## src/rtl/time_update_sched_if.sv

```systemverilog
// rtl/time_update_sched_if.sv - read-modify-write op port between scheduler and counter datapath
interface time_update_sched_if #(
  parameter int FIELD_W = 3
);
  logic               op_valid;
  logic [FIELD_W-1:0] op_field;
  logic               op_dir;
  logic               op_wrap;

  // Scheduler side issues ops and listens for the wrap report
  modport master (
    output op_valid,
    output op_field,
    output op_dir,
    input  op_wrap
  );

  // Datapath side applies ops and reports the wrap one cycle later
  modport slave (
    input  op_valid,
    input  op_field,
    input  op_dir,
    output op_wrap
  );
endinterface

```

## src/rtl/time_update_sched.sv

```systemverilog
// rtl/time_update_sched.sv - sequences tick carry cascades and single edits onto the counter op port
module time_update_sched #(
  parameter int FIELD_W   = 3,
  parameter int TOP_FIELD = 5
) (
  input  logic               clk,
  input  logic               rst,
  input  logic               tick_1hz,
  input  logic               en_1,
  input  logic               dem_chinh,
  input  logic [FIELD_W-1:0] select_item,
  input  logic               up,
  input  logic               down,
  time_update_sched_if.master op,
  output logic               busy,
  output logic               year_roll,
  output logic               tick_lost
);

  localparam logic [FIELD_W-1:0] TOP = FIELD_W'(TOP_FIELD);
  localparam logic KIND_TICK = 1'b0;
  localparam logic KIND_EDIT = 1'b1;

  typedef enum logic [1:0] {IDLE, ISSUE, WAIT} state_t;

  state_t             state, state_n;
  logic               kind, kind_n;
  logic [FIELD_W-1:0] field, field_n;
  logic               dir, dir_n;
  logic               pend_tick, pend_tick_n;
  logic               pend_edit, pend_edit_n;
  logic [FIELD_W-1:0] pend_field, pend_field_n;
  logic               pend_dir, pend_dir_n;
  logic               op_valid_q, op_valid_n;
  logic               busy_n, year_roll_n, tick_lost_n;

  logic tick_ok, edit_ok, started, tick_used, edit_used;

  assign tick_ok = tick_1hz & en_1;
  assign edit_ok = dem_chinh & (up ^ down) & (select_item <= TOP);

  // Next-state, slot bookkeeping and next registered outputs
  always_comb begin
    state_n      = state;
    kind_n       = kind;
    field_n      = field;
    dir_n        = dir;
    pend_tick_n  = pend_tick;
    pend_edit_n  = pend_edit;
    pend_field_n = pend_field;
    pend_dir_n   = pend_dir;
    tick_lost_n  = tick_lost;
    year_roll_n  = 1'b0;
    started      = 1'b0;
    tick_used    = 1'b0;
    edit_used    = 1'b0;

    case (state)
      IDLE: begin
        // A stale pending tick is dropped if counting was switched off meanwhile
        if (pend_tick) begin
          pend_tick_n = 1'b0;
          if (en_1) begin
            state_n = ISSUE;
            kind_n  = KIND_TICK;
            field_n = '0;
            dir_n   = 1'b0;
            started = 1'b1;
          end
        end
        if (!started && tick_ok) begin
          state_n   = ISSUE;
          kind_n    = KIND_TICK;
          field_n   = '0;
          dir_n     = 1'b0;
          started   = 1'b1;
          tick_used = 1'b1;
        end
        if (!started && pend_edit) begin
          pend_edit_n = 1'b0;
          if (dem_chinh) begin
            state_n = ISSUE;
            kind_n  = KIND_EDIT;
            field_n = pend_field;
            dir_n   = pend_dir;
            started = 1'b1;
          end
        end
        if (!started && edit_ok) begin
          state_n   = ISSUE;
          kind_n    = KIND_EDIT;
          field_n   = select_item;
          dir_n     = down;
          edit_used = 1'b1;
        end
      end
      ISSUE: state_n = WAIT;
      WAIT: begin
        if (kind == KIND_TICK && op.op_wrap) begin
          if (field < TOP) begin
            field_n = field + 1'b1;
            state_n = ISSUE;
          end else begin
            year_roll_n = 1'b1;
            state_n     = IDLE;
          end
        end else begin
          state_n = IDLE;
        end
      end
      default: state_n = IDLE;
    endcase

    // Requests not started this cycle park in their one-deep slots
    if (tick_ok && !tick_used) begin
      if (!pend_tick_n) pend_tick_n = 1'b1;
      else              tick_lost_n = 1'b1;
    end
    if (edit_ok && !edit_used && !pend_edit_n) begin
      pend_edit_n  = 1'b1;
      pend_field_n = select_item;
      pend_dir_n   = down;
    end

    op_valid_n = (state_n == ISSUE);
    busy_n     = (state_n != IDLE);
  end

  // State, slots and registered outputs
  always_ff @(posedge clk) begin
    if (rst) begin
      state      <= IDLE;
      kind       <= KIND_TICK;
      field      <= '0;
      dir        <= 1'b0;
      pend_tick  <= 1'b0;
      pend_edit  <= 1'b0;
      pend_field <= '0;
      pend_dir   <= 1'b0;
      op_valid_q <= 1'b0;
      busy       <= 1'b0;
      year_roll  <= 1'b0;
      tick_lost  <= 1'b0;
    end else begin
      state      <= state_n;
      kind       <= kind_n;
      field      <= field_n;
      dir        <= dir_n;
      pend_tick  <= pend_tick_n;
      pend_edit  <= pend_edit_n;
      pend_field <= pend_field_n;
      pend_dir   <= pend_dir_n;
      op_valid_q <= op_valid_n;
      busy       <= busy_n;
      year_roll  <= year_roll_n;
      tick_lost  <= tick_lost_n;
    end
  end

  assign op.op_valid = op_valid_q;
  assign op.op_field = field;
  assign op.op_dir   = dir;

endmodule

```

## src/flat_wrapper.sv

```systemverilog
// flat-port wrapper written by rule: the top's interface ports become plain ports
module time_update_sched_flat 
#(
  parameter int FIELD_W   = 3,
  parameter int TOP_FIELD = 5
)
  (clk, rst, tick_1hz, en_1, dem_chinh, select_item, up, down, busy, year_roll, tick_lost, op_op_valid, op_op_field, op_op_dir, op_op_wrap);
  time_update_sched_if #(.FIELD_W(FIELD_W)) op_i ();
  input  logic clk;
  input  logic rst;
  input  logic tick_1hz;
  input  logic en_1;
  input  logic dem_chinh;
  input  logic [FIELD_W-1:0] select_item;
  input  logic up;
  input  logic down;
  output logic busy;
  output logic year_roll;
  output logic tick_lost;
  output wire logic [$bits(op_i.op_valid)-1:0] op_op_valid;
  output wire logic [$bits(op_i.op_field)-1:0] op_op_field;
  output wire logic [$bits(op_i.op_dir)-1:0] op_op_dir;
  input wire logic [$bits(op_i.op_wrap)-1:0] op_op_wrap;
  assign op_op_valid = op_i.op_valid;
  assign op_op_field = op_i.op_field;
  assign op_op_dir = op_i.op_dir;
  assign op_i.op_wrap = op_op_wrap;
  time_update_sched #(.FIELD_W(FIELD_W), .TOP_FIELD(TOP_FIELD)) u_core (.clk(clk), .rst(rst), .tick_1hz(tick_1hz), .en_1(en_1), .dem_chinh(dem_chinh), .select_item(select_item), .up(up), .down(down), .op(op_i), .busy(busy), .year_roll(year_roll), .tick_lost(tick_lost));
endmodule
```

## config.mk

```make
export PLATFORM = sky130hd
export DESIGN_NAME = time_update_sched_flat
export DESIGN_NICKNAME = d
export VERILOG_FILES = /design/src/rtl/time_update_sched_if.sv /design/src/rtl/time_update_sched.sv /design/src/flat_wrapper.sv
export SDC_FILE = /design/constraint.sdc
export NUM_CORES = 1
export LEC_CHECK = 0
export CAP_MARGIN = 20
export CORE_MARGIN = 10
export CORE_UTILIZATION = 50
export CTS_BUF_LIST = sky130_fd_sc_hd__clkbuf_2
export CTS_CLUSTER_SIZE = 25
export DETAILED_ROUTE_END_ITERATION = 6
export PLACE_DENSITY = 0.78
export SYNTH_ARGS = -nofsm -noshare
export SYNTH_HDL_FRONTEND = slang
export SYNTH_SLANG_ARGS = --single-unit
```

## constraint.sdc

```tcl
create_clock -name clk -period 2.9 [get_ports clk]
set_clock_uncertainty 0.05 [all_clocks]
set_input_delay 0.58 -clock clk [delete_from_list [all_inputs] [get_ports clk]]
set_output_delay 0.58 -clock clk [all_outputs]
set_load 0.005 [all_outputs]
```

==> results.yml <==
logic_synthesis:
  synth_top_cell_by_area: "dfxtp_1"
  synth-edff-count: 0
  ys.warnings.count: 0
  synth.area.top_cells: "dfxtp_1 36%, nand2b_1 6.7%, mux2i_1 4.3%"
  netlist.area_leader.share_pct: 36.36
  synthFlopType: "dfxtp_1"
  ys_async_sr_fraction_pct: 0
  ys_types: 44
  synth-seq-area-share_pct: 36.36
  mappedNetlistNets: 121
  postSynthCellCount: 109
  synth.avg_cell_area_um2: 8.586
  post_synthesis_sequential_element_count: 17
  netlist_area_um2: 935.9
cells_and_area:
  leading_cell_type_in_the_layout_fill_and_taps_excluded: "clkdlybuf4s50_1"
  finalNonFillerCells: 150
  ff_latch_area_um2: 340.3
  multiInputGateArea_um2: 545.5
  drive_gt1_share_pct: 5.600
  nets: 138
  syn_to_final_growth_pct: 20.99
  layout.cells.most_common_list: "18 x clkdlybuf4s50_1, 17 x dfxtp_1, 10 x nand2b_1, 7 x nand2_1, 7 x nor2_1"
  postLayoutCoreUtil_pct: 64.87
  final.fill_count: 174
  insertedDiodeCount: 0
  area_of_all_placed_cells_without_fillers_um2: 1132
floorplanning:
  die_w_um: 63.27
  design.die.area_um2: 4002
  num_io_pins: 19
  floorplan.core_area_um2: 1745
  die_height_um: 63.27
  site_rows: 15
  initial_core_util_pct: 53.62
sta:
  slew_headroom_pct: 70.93
  hold_viol: 0
  rsz0062_at_grt: "no"
  max_freq_ghz: 0.4978
  period_needed_ns: 2.009
  setup_total_negative_slack_ns: 0
  final-max-slew-violation-count: 0
  setup_viol: 0
  measured_slew_at_the_worst_slew_check_pin_ns: 0.4315
  timing.final.crit_share_pct: 69.27
setup_path:
  timing.critical_path.depth: 5
  ff2ff_path_depth: 4
  cp_cell_sequence: "clkdlybuf4s50_1 -> a21boi_1 -> and2_1 -> and3_1 -> mux2i_1"
  worst_path_required_ns: 3.10
  crit_path_max_incr_delay_ns: 0.56
  worst_path_dominant_cell_family: "buffers and inverters"
  critical_path_sink_type: "register"
  sum_of_buffers_and_inverters_on_the_critical_path: 1
  critical_path_arrival_ns: 2.21
  critical-path-slowest-cell: "clkdlybuf4s50_1"
  worst-path-max-fanout: 6
  start_kind: "primary input"
  timing.setup.critical_path_class: "primary input to register"
job:
  drv.max_cap_violation_count: 0
power_and_ir_drop:
  fin_total_pwr_w: 0.0005065
  power.ir.vdd_worst_mv: 0.2601
  static-leakage-power_nw: 0.4077
  power_density_normalized_to_cell_area_nw_per_um2: 447.3
place:
  port_buffers: 18
  post_dp_cell_area_um2: 1112
  dp.cells: 146
  place_congestion: 0.8436
  place.detailed.hpwl_mm: 1.716
global_routing:
  grt-ovfl-total: 0
  groute.usage.overall_pct: 11.18
  grt_antenna_before_repair: 0
  first_global_vias: 801
  largest_net_degree_at_the_start_of_global_routing: 15
  grt_pass1_wl_mm: 3.698
clock_network:
  cts_repair_resize_count: 0
  cts_sinks: 17
  clock_buffer_count_from_cts: 3
  cts-root-buf: "clkbuf_2"
  postCtsSetupBuffers: 0
  cts_htree_levels: 1
  cts_tree: "done"
  worst_skew_pair.late_latency_ns: 0.31
  worst_setup_hold_path_clk_slew_ns: 0.15
  clock_path_buffers: 2
  cts.hold.buffers_added: 0
detailed_routing:
  wire_per_inst_um: 15.12
  route.detailed.drc: 0
  route.vias.total: 875
  total_wirelength_of_the_detailed_routed_design_mm: 2.268
  drt_pass1_iterations: 4
  detail-route-antenna-nets: 0
  detail_route.vias_per_cell: 5.833
  drt_iter0_markers: 38
min_path:
  worst_hold_class: "register to register"
  hold_depth: 2
run_status:
  status: "complete, no violations"
[layout make-up]
cell class | instances | area share [%]
clock buffer | 3 | 1.326
clock inverter | 1 | 0.4420
inverter | 2 | 0.6630
multi-input combinational | 83 | 48.18
sequential | 17 | 30.06
tap | 25 | 2.762
timing repair buffer | 19 | 16.57
[worst min-delay path: cells and delay by family (launching register included)]
| family | cells | cell delay [ns] |
|---|---|---|
| and+or+nand+nor | 1 | 0.07 |
| muxes | 1 | 0.05 |
| DFF | 1 | 0.35 |
[path summary, 6_finish.rpt]
check,start,to,slack (ns)
setup / recovery,dem_chinh,u_core.pend_field[1],0.89
hold / removal,u_core.pend_field[0],u_core.pend_field[0],0.44
setup reg to reg,u_core.state[1],u_core.pend_field[1],1.17
hold reg to reg,u_core.pend_field[0],u_core.pend_field[0],0.44
[kinds of logic (layout without fill, tap and decap cells)]
logic type                 Yosys count  count (layout)  share of synthesized area [%]
and+or+nand+nor                     42              42                          25.54
AOI/OAI and AO/OA                   34              34                          25.14
DFF                                 17              17                          36.36
buffers and inverters                9              25                          5.347
muxes                                4               4                          4.278
adders and majority gates            2               2                          2.406
xor gates and xnor gates             1               1                         0.9360
[Yosys cell counts (2+ instances only)]
master / count
a221oi_1: 2
inv_1: 2
clkbuf_1: 4
nand2b_1: 10
dfxtp_1: 17
a31oi_1: 3
or2_1: 2
nand2_1: 7
o21a_1: 2
mux2i_1: 4
and2_1: 3
nor2_1: 7
o21bai_1: 2
o211ai_1: 3
nor4_1: 2
a21oi_1: 5
buf_6: 2
nor2b_1: 2
o21ai_0: 5
[flip-flops by register name, indices dropped and copies added (netlist names)]
signal,flops
u_core.op.op_field,3
u_core.pend_field,3
u_core.state,2
u_core.busy,1
u_core.kind,1
u_core.op.op_dir,1
u_core.op.op_valid,1
u_core.pend_dir,1
u_core.pend_edit,1
u_core.pend_tick,1
u_core.tick_lost,1
u_core.year_roll,1
[routing by layer]
metal  vias to the layer above  GRT usage (%)  part of all wire (%)
li1                        429              -                     -
met1                       415          13.01                    43
met2                        28          18.02                    49
met3                         3          5.477                   7.0
met4                         0          2.459                  0.75
met5                         -              0                     0
[where the power goes]
part	total, W	internal (W)	switching, W
Combinational	0.000130	0.0000671	0.0000626
Clock	0.000107	0.0000312	0.0000755
Sequential	0.000270	0.000251	0.0000191
Total	0.000506	0.000349	0.000157
[through the flow]
stage,worst slack [ns],hold slack [ns]
floorplan,1.202,0.3957
global route,0.8081,0.4700
detailed placement,0.5725,0.4208
CTS,0.9200,0.4415
finish,0.8911,0.4445
global placement,0.6620,0.4170
Note: power is estimated with default switching activity, not from simulation.
